## config.mk

```make
export PLATFORM = sky130hd
export DESIGN_NAME = lsu_mem_stage
export DESIGN_NICKNAME = d
export VERILOG_FILES = /design/src/rtl/lsu_mem_stage.sv
export SDC_FILE = /design/constraint.sdc
export NUM_CORES = 1
export LEC_CHECK = 0
export ABC_AREA = 1
export ABC_CLOCK_PERIOD_IN_PS = 4900
export BUFFER_PORTS_ARGS = -buffer_cell sky130_fd_sc_hd__buf_4
export CORE_ASPECT_RATIO = 0.9
export CORE_MARGIN = 2
export CORE_UTILIZATION = 45
export CTS_BUF_LIST = sky130_fd_sc_hd__clkbuf_4 sky130_fd_sc_hd__clkbuf_8
export DETAILED_ROUTE_END_ITERATION = 8
export GPL_TIMING_DRIVEN = 1
export PLACE_DENSITY = 0.81
export SYNTH_ARGS = -nofsm -noshare
export SYNTH_HDL_FRONTEND = slang
export SYNTH_SLANG_ARGS = --single-unit
```

## constraint.sdc

```tcl
create_clock -name clock -period 4.9 [get_ports clock]
set_clock_uncertainty 0.1 [all_clocks]
set_input_delay 0.98 -clock clock [delete_from_list [all_inputs] [get_ports clock]]
set_output_delay 0.98 -clock clock [all_outputs]
set_load 0.02 [all_outputs]
```

## src/rtl/lsu_mem_stage.sv

```systemverilog
`default_nettype none
// ============================================================================
// Module   : lsu_mem_stage
// Purpose  : Memory-access stage between EX and WB. Drives a synchronous-read
//            data memory, range-checks addresses and counts loads/stores.
// Revision : 1.0 - initial release
// ============================================================================
module lsu_mem_stage #(
    parameter int MEM_DEPTH = 6536,
    parameter int CNT_W     = 16
) (
    input  logic             clock,
    input  logic             reset_n,
    input  logic             ex_valid,
    output logic             ex_ready,
    input  logic             ex_is_load,
    input  logic             ex_is_store,
    input  logic [31:0]      ex_addr,
    input  logic [31:0]      ex_store_data,
    input  logic [4:0]       ex_rd,
    input  logic             ex_regwrite,
    output logic             mem_read,
    output logic             mem_write,
    output logic [31:0]      mem_address,
    output logic [31:0]      mem_datain,
    input  logic [31:0]      mem_dataout,
    output logic             wb_valid,
    input  logic             wb_ready,
    output logic [31:0]      wb_data,
    output logic [4:0]       wb_rd,
    output logic             wb_regwrite,
    output logic             wb_error,
    output logic [CNT_W-1:0] load_count,
    output logic [CNT_W-1:0] store_count
);

    localparam logic [31:0]      C_MEM_DEPTH = 32'(MEM_DEPTH);
    localparam logic [CNT_W-1:0] C_CNT_MAX   = {CNT_W{1'b1}};

    typedef enum logic [0:0] {
        S_IDLE      = 1'b0,
        S_LOAD_WAIT = 1'b1
    } state_t;

    state_t          r_state;
    state_t          w_state_nxt;

    logic            r_wb_valid;
    logic [31:0]     r_wb_data;
    logic [4:0]      r_wb_rd;
    logic            r_wb_regwrite;
    logic            r_wb_error;
    logic [4:0]      r_ld_rd;
    logic [CNT_W-1:0] r_load_count;
    logic [CNT_W-1:0] r_store_count;

    logic            w_ex_ready;
    logic            w_accept;
    logic            w_in_range;
    logic            w_load_ok;
    logic            w_store_ok;
    logic            w_err;

    assign w_ex_ready = (r_state == S_IDLE) && (!r_wb_valid || wb_ready);
    assign w_accept   = ex_valid && w_ex_ready;
    assign w_in_range = ex_addr < C_MEM_DEPTH;
    assign w_load_ok  = ex_is_load && !ex_is_store && w_in_range;
    assign w_store_ok = ex_is_store && !ex_is_load && w_in_range;
    // Range only matters for memory ops; a pass-through address is an ALU value.
    assign w_err      = (ex_is_load && ex_is_store) ||
                        ((ex_is_load || ex_is_store) && !w_in_range);

    assign ex_ready    = w_ex_ready;
    assign mem_read    = reset_n && w_accept && w_load_ok;
    assign mem_write   = reset_n && w_accept && w_store_ok;
    assign mem_address = w_accept ? ex_addr : 32'd0;
    assign mem_datain  = w_accept ? ex_store_data : 32'd0;

    assign wb_valid    = r_wb_valid;
    assign wb_data     = r_wb_data;
    assign wb_rd       = r_wb_rd;
    assign wb_regwrite = r_wb_regwrite;
    assign wb_error    = r_wb_error;
    assign load_count  = r_load_count;
    assign store_count = r_store_count;

    always_ff @(posedge clock or negedge reset_n) begin
        if (!reset_n) begin
            r_state <= S_IDLE;
        end else begin
            r_state <= w_state_nxt;
        end
    end

    always_comb begin
        w_state_nxt = r_state;
        case (r_state)
            S_IDLE:      if (w_accept && w_load_ok) w_state_nxt = S_LOAD_WAIT;
            S_LOAD_WAIT: w_state_nxt = S_IDLE;
            default:     w_state_nxt = S_IDLE;
        endcase
    end

    always_ff @(posedge clock or negedge reset_n) begin
        if (!reset_n) begin
            r_wb_valid    <= 1'b0;
            r_wb_data     <= 32'd0;
            r_wb_rd       <= 5'd0;
            r_wb_regwrite <= 1'b0;
            r_wb_error    <= 1'b0;
            r_ld_rd       <= 5'd0;
            r_load_count  <= '0;
            r_store_count <= '0;
        end else begin
            // The slot is always empty here: a load is only accepted when it drains.
            if (r_state == S_LOAD_WAIT) begin
                r_wb_valid    <= 1'b1;
                r_wb_data     <= mem_dataout;
                r_wb_rd       <= r_ld_rd;
                r_wb_regwrite <= 1'b1;
                r_wb_error    <= 1'b0;
                if (r_load_count != C_CNT_MAX) r_load_count <= r_load_count + 1'b1;
            end else if (w_accept && !w_load_ok) begin
                r_wb_valid <= 1'b1;
                r_wb_rd    <= ex_rd;
                if (w_err) begin
                    r_wb_data     <= 32'd0;
                    r_wb_regwrite <= 1'b0;
                    r_wb_error    <= 1'b1;
                end else if (w_store_ok) begin
                    r_wb_data     <= 32'd0;
                    r_wb_regwrite <= 1'b0;
                    r_wb_error    <= 1'b0;
                    if (r_store_count != C_CNT_MAX) r_store_count <= r_store_count + 1'b1;
                end else begin
                    r_wb_data     <= ex_addr;
                    r_wb_regwrite <= ex_regwrite;
                    r_wb_error    <= 1'b0;
                end
            end else if (r_wb_valid && wb_ready) begin
                r_wb_valid <= 1'b0;
            end

            if (w_accept && w_load_ok) r_ld_rd <= ex_rd;
        end
    end

endmodule
`default_nettype wire

```

### Yosys cells after proc, flatten, opt, wreduce, memory -nomap -nowiden

Cells that the tools add are included.

* bits in registers: 78
* bits of input ports: 108
* output and inout bits: 139

* muxes and demuxes: 20
* bitwise operators: 2
* eq/ne operators: 2
* magnitude comparators: 1
* $add $sub $neg: 2
* reduce and logical (&&, ||, !) cells: 26

Operators by type and width (number)
* 2-to-1 mux 32 bit: 6
* adder 16 x 1 -> 16 bit, second input constant: 2
* less-than comparator 32 x 13 -> 1 bit, second input constant: 1
* != test 16 bit, second input constant: 2
* logical AND 1 bit: 14
* 2-to-1 mux 1 bit: 11
* 2-to-1 mux 5 bit: 2
* zero test 1 bit: 5
* AND reduction 5 bit: 1
* logical OR 1 bit: 3
* nonzero test 3 bit: 1
* inverter 1 bit: 2
* one-hot mux 1 bit (2 select lines): 1
* AND reduction 2 bit: 1
* nonzero test 2 bit: 1

### Depth between registers and ports, before layout

* depth after elaboration: 7
* depth in mapped cells: 13
* mapped depth without buffers: 12

### Least setup slack after synthesis

No wires, ideal clock.

* path kind: in2out
* start point: in wb_ready
* end point: out mem_write
* path slack: 1682 ps
* data arrival time: 2138 ps
* required time: 3820 ps
* stages: 5
* cells stage by stage: nor2_1 -> nor2_2 -> nand2_1 -> clkbuf_1 -> nor3_1

* word-level cells in the longest chain between the ends: 5

Ends and longest elaborated chain
* start: declaration: line 28 `input logic wb_ready,`
* logical OR 1 bit: line 64 `assign w_ex_ready = (r_state == S_IDLE) && (!r_wb_valid || wb_ready);`
* logical AND 1 bit: line 64
* net ex_ready: line 15 `output logic ex_ready,`
* logical AND 1 bit: line 65 `assign w_accept = ex_valid && w_ex_ready;`
* logical AND 1 bit (2 in a row): line 75 `assign mem_write = reset_n && w_accept && w_store_ok;`
* end: declaration: line 23 `output logic mem_write,`

The timed path passes the listed nets, and every way through them passes these cells.

### Worst setup path in the final report

* start point: in ex_addr[26]
* end point: out mem_read

* word-level cells in the longest chain between the ends: 3

Ends and longest elaborated chain
* start: declaration: line 18 `input logic [31:0] ex_addr,`
* less-than comparator 32 x 13 -> 1 bit: line 66 `assign w_in_range = ex_addr < C_MEM_DEPTH;`
* logical AND 1 bit: line 67 `assign w_load_ok = ex_is_load && !ex_is_store && w_in_range;`
* logical AND 1 bit: line 74 `assign mem_read = reset_n && w_accept && w_load_ok;`
* end: declaration: line 22 `output logic mem_read,`

No other way between the ends.

==> metrics.md <==
| Metric | Value |
|---|---|
| Outcome | complete, no violations |
| Wire length per cell | ~14 um |
| Ranking of synthesized cells by area | dfrtp_1, nand2_1, nor2_1, inv_1, nand3_1 |
| Most frequently used cell type in the post-synthesis netlist | nand2_1 |
| Mapped cell area | 4910 um^2 |
| Post-Route WL | ~16 mm |
| Switching part of the total | between 20% and 30% |
| Proportion of power drawn by flip-flops and latches | 42.6% |
| Die area | ~12000 um^2 |
| Required time reported for the critical path endpoint | 3820 ps |
| Largest fanout of any net on the critical path | 12 |
| Ant. Diodes | 0 |
| Final core utilization | 65.4% |
| Clock Pin Slew Worst Setup and Hold Paths | about 90 ps |
| Min Hold Slack | ~380 ps |
| 1st-pass router iterations | 7 |
| Cell area after placement | ~6800 um^2 |
| Slew margin rel. | approximately 33% |
| First element of the critical path | ex_addr[26] |
| Clk network pwr share | about 34% |
| Pwr per Cell Area | approximately 230 nW/um^2 |
| Post-synthesis cell type with the largest combined area | dfrtp_1 |
| Overall global routing resource usage | between 20% and 30% |
| Final number of setup-violating endpoints | 0 |
| Buffer levels on the longest clock path | 2 |
| Cell variety after synth | 27 |
| Buffers inserted by post-CTS timing repair | 0 |
| Vert. Die Dim | approximately 100 um |
| DRC | 0 |
| Peak VDD IR | roughly 120 uV |
| Rows | 36 |
| Initial antenna violation count | 0 |
| DP Wirelength | around 12 mm |
| Layout Cell Area excl Fill | ~7000 um^2 |
| Reg2reg start | r_state |
| Residual overflow from global routing | 0 |
| Worst-Skew Late Latency | between 300 and 400 ps |
| Static leakage power | about 4.2 nW |
| Via count of the first global-routing pass | just under 5000 |
| Cts hold-fix bufs | 0 |
| Arrival time of the worst setup path | ~2500 ps |
| Reg-to-reg slack, setup | 2160 ps |
| Drt initial violations | between 300 and 400 |
| Avg Cell Area, Syn | roughly 6.4 um^2 |
| Top_reg_cell synth | dfrtp_1 |
| Vias per std cell | 4.81 |
| Core area | around 11000 um^2 |
| Global-route wire length before repair | 24.5 mm |
| Fraction of power consumed by combinational cells | between 20% and 30% |
| Worst min-delay path startpoint | wb_rd[1] |
| RSZ-0062 raised after global routing | no |
| Die W | between 100 and 150 um |
| Number of warnings reported in the yosys synthesis log | 0 |
| Synth Net Count | roughly 870 |
| Filler Cells Inserted | ~970 |
| Syn Inst Count | about 760 |
| Total number of H-tree levels | 3 |
| Final Hold Fails | 0 |
| TritonCTS Sinks | 78 |
| I/O pin cnt | around 250 |
| Share of the synthesized area in the top cell type | ~40% |
| Internal cell power | between 1 and 1.5 mW |
| Net switching power | 483 uW |
| Crit share post-route | 72.4% |
| Resized Gates After CTS | 0 |
| Routability congestion estimate from global placement | 0.910 |
| Starting density of the core | 45.8% |
| CTS tree | done |
| Depth of the worst register-to-register path | 4 |
| Layout area overhead | 42.9% |
| Count of buffers inserted at the top-level ports | between 200 and 250 |
| Worst hold-check path type | register to register |
| Fraction of final layout cells sized beyond drive strength 1 | between 20% and 30% |
| Total negative slack for setup checks | 0 ps |
| Clock buffer count from CTS | 9 |
| Worst Setup Start Kind | input port |
| Asr flop ratio synth | between 90% and 100% |
| Count of pins over their slew limit | 0 |
| Actual slew at the worst max-slew pin | ~1000 ps |
| Maxcap violations | 0 |
| Terminus of the critical flop-to-flop path | wb_valid |
| Type of the setup path with the least slack | input port to primary output |
| Fmax | 0.282 GHz |
| Crit end category | primary output |
| Capturing element of the worst setup path | mem_read |
| Cell at the root of the clock tree | clkbuf_8 |
| Sequential cell area fraction in the yosys report | around 40% |
| Pin count of the biggest net entering global routing | between 70 and 80 |
| Antenna-violating nets left | 0 |
| Register bit total from synthesis | 78 |
| Number of enable flip-flop cells after synthesis | 0 |
| Routed via count | around 5400 |
| Final Critical Period | roughly 3500 ps |
| Leading cell types by count after synthesis | nand2_1, nor2_1, inv_1, dfrtp_1, nand3_1 |
| Layout net count | 1101 |
[stage by stage]
stage	std cells	power [mW]	setup slack, ps
3_5_place_dp	1113	1.08	1380
3_3_place_gp	1113	1.08	1390
5_1_grt	1129	1.70	1180
6_report	1129	1.62	1350
2_1_floorplan	761	0.878	1680
4_1_cts	1129	1.63	1380
[kinds of logic after synthesis]
| kind of cell | after synthesis | synth area share [%] |
|---|---|---|
| and+or+nand+nor | 498 | 42.1 |
| buffers and inverters | 148 | 12.4 |
| DFF | 78 | 39.8 |
| xor gates and xnor gates | 21 | 3.75 |
| AOI/OAI and AO/OA | 14 | 1.43 |
| adders and majority gates | 2 | 0.510 |
[layer usage]
| metal | GRT usage [%] | part of all wire (%) | vias to the layer above |
|---|---|---|---|
| met4 | 4.78 | 1.2 | 0 |
| met1 | 37.1 | 45 | 2476 |
| met5 | 0 | 0 | - |
| met3 | 7.47 | 7.8 | 14 |
| met2 | 41.2 | 46 | 191 |
| li1 | - | - | 2746 |
[layout by cell type, fill, tap and decap left out, types with 3 or more instances in the layout]
cell      instances
inv_1           115
buf_4           249
nor3_1           12
nand2_1         272
nand2_2           4
inv_2             3
nand3_1          56
nor2_1          127
o21ai_0          14
dfrtp_1          77
nand4_1          14
clkbuf_8         10
xor2_1           15
xnor2_1           6
[critical path, cell delays in order]
cell and delay, ps:
buf_4 110, nor2_1 180, nand4_1 180, nor2_4 200, nand2_1 80, inv_1 70
nand3_1 290, nor2_1 200, buf_4 160
[worst min-delay path by stage]
stage / cells after the start / end / slack (ps)
after global routing: 2 / wb_rd[1] / 410
after floorplan: 2 / r_ld_rd[3] / 350
after CTS: 2 / wb_rd[1] / 390
final: 2 / wb_rd[1] / 380
after detailed placement: 2 / wb_rd[1] / 370
after global placement: 2 / wb_rd[4] / 360
[final cells by class]
class                   count  area [um^2]  area share (%)
repair buffers            249         1870            26.7
multi-input cells         535         2350            33.5
well taps                 133          166            2.37
flip-flops and latches     78         1950            27.9
inverters                 118          443            6.32
clock buffers              10          138            1.96
clock inverters             6         93.8            1.34
[registers in the layout, indices dropped and copies added, names as in the netlist]
name,count
load_count,16
r_ld_rd,5
r_state,1
store_count,16
wb_data,32
wb_error,1
wb_rd,5
wb_regwrite,1
wb_valid,1
[power groups by stage]
stage          clock, mW  combinational [mW]  sequential [mW]
2_1_floorplan          0               0.147            0.731
3_3_place_gp           0               0.377            0.700
3_5_place_dp           0               0.380            0.701
4_1_cts            0.563               0.381            0.689
5_1_grt            0.592               0.412            0.692
6_report           0.551               0.379            0.689
Power figures use the tool's default switching activity.
